`config.mk`:
```
export PLATFORM = sky130hd
export DESIGN_NAME = bop_range_tracker
export DESIGN_NICKNAME = d
export VERILOG_FILES = /design/src/rtl/bop_range_tracker.sv
export SDC_FILE = /design/constraint.sdc
export NUM_CORES = 2
export LEC_CHECK = 0
export ABC_AREA = 1
export CAP_MARGIN = 15
export CORE_MARGIN = 3
export CORE_UTILIZATION = 35
export CTS_CLUSTER_DIAMETER = 120
export CTS_CLUSTER_SIZE = 10
export DETAILED_ROUTE_END_ITERATION = 10
export GPL_ROUTABILITY_DRIVEN = 0
export SYNTH_ARGS = -nofsm -noshare
export SYNTH_HDL_FRONTEND = slang
export SYNTH_SLANG_ARGS = --single-unit
export TNS_END_PERCENT = 20
```
`constraint.sdc`:
```
create_clock -name clk_i -period 20.5 [get_ports clk_i]
set_input_delay 3.075 -clock clk_i [delete_from_list [all_inputs] [get_ports clk_i]]
set_output_delay 3.075 -clock clk_i [all_outputs]
set_load 0.1 [all_outputs]
```
`src/rtl/bop_range_tracker.sv`:
```
// Contiguous-store run tracker with a circular range buffer and chained-load alarm.
// Optional feature macro: BOP_DESCENDING_RUN_EN (runs may also grow downwards).
module bop_range_tracker #(
  parameter int ADDR_W      = 32,
  parameter int NUM_TRK     = 2,
  parameter int RANGE_DEPTH = 8,
  parameter int MIN_RUN     = 32,
  parameter int TIMEOUT     = 10
) (
  input  logic                         clk_i,
  input  logic                         rst_ni,
  input  logic                         clear_i,
  input  logic                         en_i,
  input  logic                         valid_i,
  input  logic [ADDR_W-1:0]            pc_i,
  input  logic                         is_store_i,
  input  logic                         is_load_i,
  input  logic [1:0]                   size_i,
  input  logic [ADDR_W-1:0]            addr_i,
  input  logic [4:0]                   rs1_i,
  input  logic [4:0]                   rd_i,
  output logic                         hit_o,
  output logic                         alarm_o,
  output logic [$clog2(RANGE_DEPTH):0] entries_o,
  output logic                         evict_o
);

  localparam int IDX_W = (NUM_TRK > 1) ? $clog2(NUM_TRK) : 1;
  localparam int PTR_W = $clog2(RANGE_DEPTH);
  localparam int ENT_W = PTR_W + 1;
  localparam int AGE_W = $clog2(TIMEOUT + 1);

  typedef struct packed {
    logic              active;
    logic [ADDR_W-1:0] start;
    logic [ADDR_W-1:0] last;
    logic [1:0]        lsize;
    logic [31:0]       count;
    logic [AGE_W-1:0]  age;
  } trk_t;

  trk_t              trk_q [NUM_TRK];
  trk_t              trk_d [NUM_TRK];
  logic [ADDR_W-1:0] rb_start_q [RANGE_DEPTH];
  logic [ADDR_W-1:0] rb_end_q   [RANGE_DEPTH];
  logic [PTR_W-1:0]  wptr_q, wptr_d;
  logic [ENT_W-1:0]  entries_q, entries_d;
  logic [ADDR_W-1:0] last_pc_q, last_pc_d;
  logic              last_hit_q, last_hit_d;
  logic [4:0]        last_rd_q, last_rd_d;
  logic              hit_q, hit_d;
  logic              alarm_q, alarm_d;
  logic              evict_q, evict_d;

  logic              accept, trk_store, do_evict, load_hit;
  logic [ADDR_W-1:0] bytes_a;
  logic [31:0]       bytes_c;
  logic              match_found, match_desc, idle_found, retire_found;
  logic [IDX_W-1:0]  match_idx, idle_idx, victim_idx, retire_idx, alloc_idx;
  logic              commit_req, commit_en;
  logic [ADDR_W-1:0] commit_start, commit_last, commit_end;
  logic [1:0]        commit_lsize;
  logic [31:0]       commit_count;

  // NOTE: every variable written here gets a default first so no path leaves it unassigned (no latches).
  always_comb begin
    trk_d        = trk_q;
    wptr_d       = wptr_q;
    entries_d    = entries_q;
    last_pc_d    = last_pc_q;
    last_hit_d   = last_hit_q;
    last_rd_d    = last_rd_q;
    hit_d        = hit_q;
    alarm_d      = alarm_q;
    evict_d      = 1'b0;
    match_found  = 1'b0;
    match_desc   = 1'b0;
    match_idx    = '0;
    idle_found   = 1'b0;
    idle_idx     = '0;
    victim_idx   = '0;
    retire_found = 1'b0;
    retire_idx   = '0;
    alloc_idx    = '0;
    commit_req   = 1'b0;
    commit_start = '0;
    commit_last  = '0;
    commit_lsize = '0;
    commit_count = '0;
    load_hit     = 1'b0;

    accept    = valid_i && en_i && (pc_i != last_pc_q);
    // Stack/frame-pointer stores are spills, not buffer fills.
    trk_store = accept && is_store_i && (size_i != 2'd3) && (rs1_i != 5'd2) && (rs1_i != 5'd8);
    bytes_a   = ADDR_W'(1) << size_i;
    bytes_c   = 32'd1 << size_i;

    for (int i = 0; i < NUM_TRK; i++) begin
      if (trk_store && !match_found && trk_q[i].active) begin
        if (trk_q[i].last + (ADDR_W'(1) << trk_q[i].lsize) == addr_i) begin
          match_found = 1'b1;
          match_idx   = IDX_W'(i);
        end
`ifdef BOP_DESCENDING_RUN_EN
        else if (trk_q[i].start - bytes_a == addr_i) begin
          match_found = 1'b1;
          match_desc  = 1'b1;
          match_idx   = IDX_W'(i);
        end
`endif
      end
      if (!idle_found && !trk_q[i].active) begin
        idle_found = 1'b1;
        idle_idx   = IDX_W'(i);
      end
      if (trk_q[i].age < trk_q[victim_idx].age) victim_idx = IDX_W'(i);
      // A tracker being extended by this cycle's store is not timed out.
      if (!retire_found && trk_q[i].active && (trk_q[i].age == '0) &&
          !(match_found && match_idx == IDX_W'(i))) begin
        retire_found = 1'b1;
        retire_idx   = IDX_W'(i);
      end
    end
    do_evict = trk_store && !match_found && !idle_found;

    if (accept && !trk_store) begin
      for (int i = 0; i < NUM_TRK; i++) begin
        if (trk_q[i].active && (trk_q[i].age != '0)) trk_d[i].age = trk_q[i].age - AGE_W'(1);
      end
    end

    if (do_evict) begin
      commit_req   = 1'b1;
      commit_start = trk_q[victim_idx].start;
      commit_last  = trk_q[victim_idx].last;
      commit_lsize = trk_q[victim_idx].lsize;
      commit_count = trk_q[victim_idx].count;
      evict_d      = 1'b1;
    end else if (retire_found) begin
      commit_req   = 1'b1;
      commit_start = trk_q[retire_idx].start;
      commit_last  = trk_q[retire_idx].last;
      commit_lsize = trk_q[retire_idx].lsize;
      commit_count = trk_q[retire_idx].count;
      trk_d[retire_idx].active = 1'b0;
    end

    if (match_found) begin
      if (match_desc) begin
        trk_d[match_idx].start = addr_i;
      end else begin
        trk_d[match_idx].last  = addr_i;
        trk_d[match_idx].lsize = size_i;
      end
      trk_d[match_idx].count = trk_q[match_idx].count + bytes_c;
      trk_d[match_idx].age   = AGE_W'(TIMEOUT);
    end else if (trk_store) begin
      alloc_idx                = idle_found ? idle_idx : victim_idx;
      trk_d[alloc_idx].active  = 1'b1;
      trk_d[alloc_idx].start   = addr_i;
      trk_d[alloc_idx].last    = addr_i;
      trk_d[alloc_idx].lsize   = size_i;
      trk_d[alloc_idx].count   = bytes_c;
      trk_d[alloc_idx].age     = AGE_W'(TIMEOUT);
    end

    commit_en  = commit_req && (commit_count > 32'(MIN_RUN));
    commit_end = commit_last + (ADDR_W'(1) << commit_lsize) - ADDR_W'(1);
    if (commit_en) begin
      wptr_d    = wptr_q + PTR_W'(1);
      entries_d = (entries_q == ENT_W'(RANGE_DEPTH)) ? entries_q : entries_q + ENT_W'(1);
    end
    if (accept) last_pc_d = pc_i;

    // Lookup sees only the registered buffer, so a same-cycle commit is invisible.
    for (int j = 0; j < RANGE_DEPTH; j++) begin
      if ((ENT_W'(j) < entries_q) && (rb_start_q[j] <= addr_i) && (addr_i <= rb_end_q[j]))
        load_hit = 1'b1;
    end
    if (valid_i && is_load_i) begin
      hit_d = load_hit;
      if (load_hit) begin
        if (last_hit_q && (rs1_i == last_rd_q)) alarm_d = 1'b1;
        last_hit_d = 1'b1;
        last_rd_d  = rd_i;
      end else begin
        last_hit_d = 1'b0;
        last_rd_d  = '0;
      end
    end

    if (clear_i) begin
      for (int i = 0; i < NUM_TRK; i++) trk_d[i] = '0;
      commit_en  = 1'b0;
      wptr_d     = '0;
      entries_d  = '0;
      last_pc_d  = '0;
      last_hit_d = 1'b0;
      last_rd_d  = '0;
      hit_d      = 1'b0;
      alarm_d    = 1'b0;
      evict_d    = 1'b0;
    end
  end

  // NOTE: sequential state uses non-blocking assignments only; the blocking ones above are combinational.
  always_ff @(posedge clk_i or negedge rst_ni) begin
    if (!rst_ni) begin
      for (int i = 0; i < NUM_TRK; i++) trk_q[i] <= '0;
      wptr_q     <= '0;
      entries_q  <= '0;
      last_pc_q  <= '0;
      last_hit_q <= 1'b0;
      last_rd_q  <= '0;
      hit_q      <= 1'b0;
      alarm_q    <= 1'b0;
      evict_q    <= 1'b0;
    end else begin
      trk_q      <= trk_d;
      wptr_q     <= wptr_d;
      entries_q  <= entries_d;
      last_pc_q  <= last_pc_d;
      last_hit_q <= last_hit_d;
      last_rd_q  <= last_rd_d;
      hit_q      <= hit_d;
      alarm_q    <= alarm_d;
      evict_q    <= evict_d;
    end
  end

  // NOTE: the range storage has no reset; entries_q gates every read, so stale contents never match.
  always_ff @(posedge clk_i) begin
    if (commit_en) begin
      rb_start_q[wptr_q] <= commit_start;
      rb_end_q[wptr_q]   <= commit_end;
    end
  end

  assign hit_o     = hit_q;
  assign alarm_o   = alarm_q;
  assign entries_o = entries_q;
  assign evict_o   = evict_q;

endmodule

```
Word-level counts from Yosys, hierarchy flattened
Memory sizes are Yosys's and may differ from the RTL's.
Cells that the tools add are included.

storage, ports and cells
  logic and storage cells = 250
  input bits = 83
  memory bits (writable) = 512
  register bits = 254
  bits in latches = 0
  memories = 2
  bits in read-only memories = 0

memories
  name        words  bits a word  rd ports  clocked after memory_dff  wr ports  RTL line  source
  rb_end_q    8      32           8         0                         1         45        logic [ADDR_W-1:0] rb_end_q [RANGE_DEPTH];
  rb_start_q  8      32           8         0                         1         44        logic [ADDR_W-1:0] rb_start_q [RANGE_DEPTH];

operators by class
  divide/modulo/power cells = 0
  equality and inequality tests = 9
  mux-type cells = 108
  order comparisons = 33
  shift operators = 4
  reduce and logical (&&, ||, !) cells = 61
  add/sub/neg operators = 9
  multiply operators = 0
  bitwise gates (word level) = 4

operators by type and width
  cell                                                                    number
  206-bit bitwise mux                                                     11
  206-bit 2-to-1 mux                                                      6
  103-bit demux with 1-bit select                                         11
  102-bit 2-to-1 mux                                                      7
  32-bit <= comparator                                                    16
  32-bit 2-to-1 mux                                                       8
  103-bit 2-to-1 mux                                                      2
  36-bit 2-to-1 mux                                                       5
  70-bit 2-to-1 mux                                                       2
  32-bit adder                                                            4
  1-bit by 2-bit left shift with 32-bit output (first input constant)     4
  38-bit 2-to-1 mux                                                       2
  32-bit equality test                                                    2
  1-bit logical AND                                                       43
  1-bit 2-to-1 mux                                                        38
  4-bit 2-to-1 mux                                                        9
  32-bit by 6-bit > comparator with 1-bit output (second input constant)  1
  32-bit inequality test                                                  1
  32-bit by 1-bit subtractor with 32-bit output (second input constant)   1
  3-bit by 4-bit < comparator with 1-bit output (first input constant)    4
  5-bit 2-to-1 mux                                                        3
  2-bit nonzero test                                                      5
  2-bit >= comparator (second input constant)                             4
  4-bit zero test                                                         2
  19 further kinds                                                        37

Logic depth before layout (Yosys ltp)
  word-level depth = 33
  depth in mapped cells = 50
  mapped depth without buffers = 49

Least setup slack after synthesis
OpenSTA, ideal clock, no wires.

  path type = in2reg
  start = input port pc_i[20]
  end = memory rb_end_q[7][0], enable pin
  buffers on the path = 0
  setup time = 0.565 ns
  data arrival time = 9.618 ns
  path slack = 10.317 ns
  stages on the path = 22
  path through = inv_1 > nand2_1 > nand2_1 > nand3_1 > nor2_1 > nand2_1 > nor2_1 > nand2_1 > nand2_1 > nor2_2 > inv_1 > nor2_1 > inv_1 > nor2_1 > nand2_2 > nand2_1 > nor3_2 > nor2_2 > nand3_1 > nand2_1 > nand2_1 > nor3_1

on the way
  word-level cells in the longest chain between the ends = 27

ends and longest elaborated chain
  element                                                       RTL line  source
  start: declaration                                            15        input logic [ADDR_W-1:0] pc_i,
  32-bit inequality test (*)                                    92        accept = valid_i && en_i && (pc_i != last_pc_q);
  1-bit logical AND (*)                                         92
  1-bit logical AND (*) (4 in a row)                            94        trk_store = accept && is_store_i && (size_i != 2'd3) && (rs1_i != 5'd2) && (rs1_i != 5'd8);
  1-bit logical AND                                             99        if (trk_store && !match_found && trk_q[i].active) begin
  1-bit 2-to-1 mux                                              99
  1-bit zero test                                               99, 119
  1-bit logical AND (on tied branches)                          118, 99
  1-bit 2-to-1 mux / 1-bit logical AND (equally long branches)  118, 99
  [6 not listed]                                                --
  102-bit 2-to-1 mux (not written as such) (3 in a row)         144       commit_count = trk_q[retire_idx].count;
  32-bit 2-to-1 mux                                             139       end else if (retire_found) begin
  32-bit 2-to-1 mux                                             132       if (do_evict) begin
  32-bit by 6-bit > comparator with 1-bit output                167       commit_en = commit_req && (commit_count > 32'(MIN_RUN));
  1-bit logical AND (*)                                         167
  1-bit 2-to-1 mux (*)                                          192       if (clear_i) begin
  1-bit 2-to-1 mux (*)                                          233       if (commit_en) begin
  1-bit 2-to-1 mux (not written as such) (*)                    235       rb_end_q[wptr_q] <= commit_end;
  end: declaration                                              45

Every way passes the cells marked *; elsewhere a longest branch is shown, timed or not. The select of a mux whose other input is x is not followed.

Worst setup path in the final report
  start = input port pc_i[0]
  end = memory rb_end_q[7][29], data pin

on the way
  word-level cells in the longest chain between the ends = 25

ends and longest elaborated chain
  element                                                       RTL line  source
  32-bit inequality test (*)                                    92
  1-bit logical AND (*)                                         92
  1-bit logical AND (*) (4 in a row)                            94
  1-bit logical AND                                             99
  1-bit 2-to-1 mux                                              99
  1-bit zero test                                               99, 119
  1-bit logical AND (on tied branches)                          118, 99
  1-bit 2-to-1 mux / 1-bit logical AND (equally long branches)  118, 99
  [5 not listed]                                                --
  1-bit inverter with 2-bit output (not written as such)        142, 143
  102-bit 2-to-1 mux (3 in a row)                               --
  2-bit 2-to-1 mux                                              139
  2-bit 2-to-1 mux                                              132
  1-bit by 2-bit left shift with 32-bit output                  168       commit_end = commit_last + (ADDR_W'(1) << commit_lsize) - ADDR_W'(1);
  32-bit adder (*)                                              168
  32-bit by 1-bit subtractor with 32-bit output (*)             168
  named net commit_end[29]                                      61        logic [ADDR_W-1:0] commit_start, commit_last, commit_end;

Mark *: on every way through the listed nets, which the timed path passes. The rest lies on a longest branch. The select of a mux whose other input is x is not followed.

==> results.md <==
* Critical path class: in -> reg
* Drt wl/cell at 20.14 microns
* DRC at 0
* Fmax at 75.37 MHz
* Total setup buffers inserted after CTS at 0
* Cell area after synthesis at between 40000 and 50000 sq um
* Setup Skew at 0.03765 ns
* Die height at 372.6 microns
* Crit path max-delay family: simple AND/OR/NAND/NOR gates
* Pwr dens at around 68 nW/um^2
* Number of synthesized flops with an enable pin at 512
* Worst VDD drop at between 0.06 and 0.07 mV
* Slew headroom at between 10% and 20%
* RSZ-0062 raised after global routing: false
* Grt met3 use at 3.001%
* Critical Path AT at 13.66 ns
* CP max FO at between 50 and 60
* Final #Nets at 6007
* WP buf/inv at 7
* Crit path largest cell delay at between 0.9 and 1 ns
* Max Root-Sink Buffers at 3
* Crit start category: input pin
* Starting Density at a little over a third
* GR Util met2 at 32.63%
* Post-route ant nets at 0
* H-tree depth at 3
* Die area at 138800 sq um
* Leakage at 0.02343 uW
* CP most frequent cell: nand2_1
* Via count at 37860
* Mapped Cells at roughly 5200
* Vias in the first global route at ~37000
* Worst-Skew Late Latency at 0.69 ns
* Yosys reg bits at 765
* Fin. max-slew vios at 0
* Met1 Use GR at 27.11%
* Largest cells by area after synthesis: edfxtp_1 (33%), ha_1 (15%), dfrtp_1 (13%)
* Layout area overhead at 12.28%
* PortBufs at 89
* Root buf cell: clkbuf_16
* CTS resizes at 0
* Hold_buf cts at 0
* # clock sinks at 765
* Hold WC Path Type: reg -> reg
* Hold Fails Final Rpt at 0
* Vias per cell at 5.285
* Status: finished clean
* Top Ports at 90
* First-pass GRT wire length at about 220 mm
* Syn nets at 5870
* HPWL Detailed at 104.9 mm
* DR pass1 iterations at 8
* Tcrit/Tclk final at ~65%
* Max-cap violations at 0
* Setup TNS at 0 ns
* Register area share after synthesis at 46.14%
* Leading area contributor after synthesis: edfxtp_1
* Tot GR Track Use at 20.38%
* Initial antenna violation count at 2
* Core Rows at around 130
* Fin crit period at 13.27 ns
* Core outline area at 132500 sq um
* FFs w/ async S/R, synth at 33.07%
* Critical path required time at 20.89 ns
* Largest net degree at the start of global routing at roughly 150
* Clk pin slew, worst setup/hold paths at ~0.05 ns
* Syn Area/Cell at 9.019 sq um
* Primary FF master, synth: edfxtp_1
* TritonCTS buffer count at 86
* Slowest CP cell: a21boi_0
* Synth cell types at between 50 and 60
* Syn. warnings at 0
* CP Capture Type: flop
* Tightest Pin Transition at 1.207 ns
* Final setup fails at 0
* Final hold slack at between 0.4 and 0.5 ns
* Final wirelength at 144.3 mm
* CTS tree: yes
* Die width at approximately 370 microns
* # fillers at 13140
* Detailed Route Iter0 Violations at 3436
* Layout cells sized above 1 at between 4 and 5%
* Global route total overflow at 0
* Synth top area share at between 30% and 40%
* Top Usage Layer GRT: met2
* ANT cells at 0
[state kept, by name (all words and copies together) (netlist names)]
register and cells:
rb_end_q 256, last_pc_q 32, wptr_q 3, trk_q 206
rb_start_q 256, evict_o 1, entries_o 4, alarm_o 1
last_hit_q 1, last_rd_q 5
[cell usage after synthesis (3+ instances only)]
master     instances
nand2_1          995
inv_1            799
ha_1             567
edfxtp_1         512
nor2_1           377
a21oi_1          300
nand3_1          276
dfrtp_1          253
o21ai_0          246
o22ai_1          179
nand4_1          111
clkbuf_1          72
xor2_1            71
xnor2_1           54
nor3_1            42
a211oi_1          35
nor4_1            30
o211ai_1          30
o21ai_1           23
o21bai_1          23
o221ai_1          23
buf_2             20
o21a_1            20
nor2_2            18
a31oi_1           17
nand2_2           12
buf_1             11
inv_2              8
o2111ai_1          8
or2_2              8
and2_1             7
a22oi_1            6
a21boi_0           5
nand3b_1           5
nor2_4             5
a21o_1             4
a221oi_1           4
and3_1             4
fa_1               4
nor3_2             4
o31ai_1            4
buf_6              3
[report_power, final]
part | switching, uW | internal (uW)
Combinational | 298 | 122
Clock | 660 | 793
Sequential | 11.2 | 1700
[routing by layer]
layer	vias to the layer above	routed length, microns
met2	1351	64870
met1	18040	61960
met5	-	13
met4	2	7447
met3	275	9973
li1	18190	-
[cell usage in the layout (no fill, tap or decap), types with 35 or more instances in the layout]
master             n
nand3_1          275
o21ai_0          246
nand2_1          993
xnor2_1           54
xor2_1            71
nor2_1           372
a211oi_1          35
clkbuf_1          49
ha_1             567
a21oi_1          300
nand4_1          111
inv_1            798
dfrtp_1          253
buf_4             66
o22ai_1          179
edfxtp_1         512
clkdlybuf4s50_1   88
clkbuf_16         87
nor3_1            37
[logic make-up after synthesis]
group / synth area share (%)
buffers and inverters: 7.410
adders and majority gates: 15.25
and+or+nand+nor: 17.31
xor gates and xnor gates: 2.375
DFF: 46.14
AOI/OAI and AO/OA: 11.51
[through the flow]
stage | power, uW | instance area (sq um) | instances | worst slack, ns | util, %
after global placement | 2155 | 50300 | 7020 | 7.064 | 37.98
after floorplan | 1977 | 47040 | 5216 | 10.32 | -
after global routing | 3725 | 52820 | 7163 | 6.350 | 39.88
after detailed placement | 2164 | 50300 | 7020 | 6.797 | 37.98
final | 3588 | 52820 | 7163 | 7.231 | 39.88
after CTS | 3622 | 52820 | 7163 | 7.477 | 39.88
[layout make-up]
type                       count  area [sq um]  share of cell area, %
tap                         1755          2196                  4.157
inverter                     808          3034                  5.744
clock inverter                 7         153.9                 0.2914
sequential                   765         21710                  41.09
timing repair buffer         156          1411                  2.672
clock buffer                 136          2361                  4.470
multi-input combinational   3536         21960                  41.57
[worst paths after layout]
path | from | to | slack [ns] | cells after the start
min in group asynchronous | rst_ni | trk_q[134] | 2.43 | 1
min | trk_q[133] | trk_q[133] | 0.48 | 2
min reg2reg | trk_q[133] | trk_q[133] | 0.48 | 2
max in group asynchronous | rst_ni | trk_q[174] | 16.72 | 2
max | pc_i[0] | rb_end_q[7][29] | 7.23 | 43
max reg2reg | trk_q[139] | rb_end_q[7][29] | 9.44 | 43
[tightest hold or removal path: stages, from the launching register on]
cell and delay [ns]:
dfrtp_1 0.34, nand2_1 0.05, nand2_1 0.06
(Power assumes the default switching activity.)
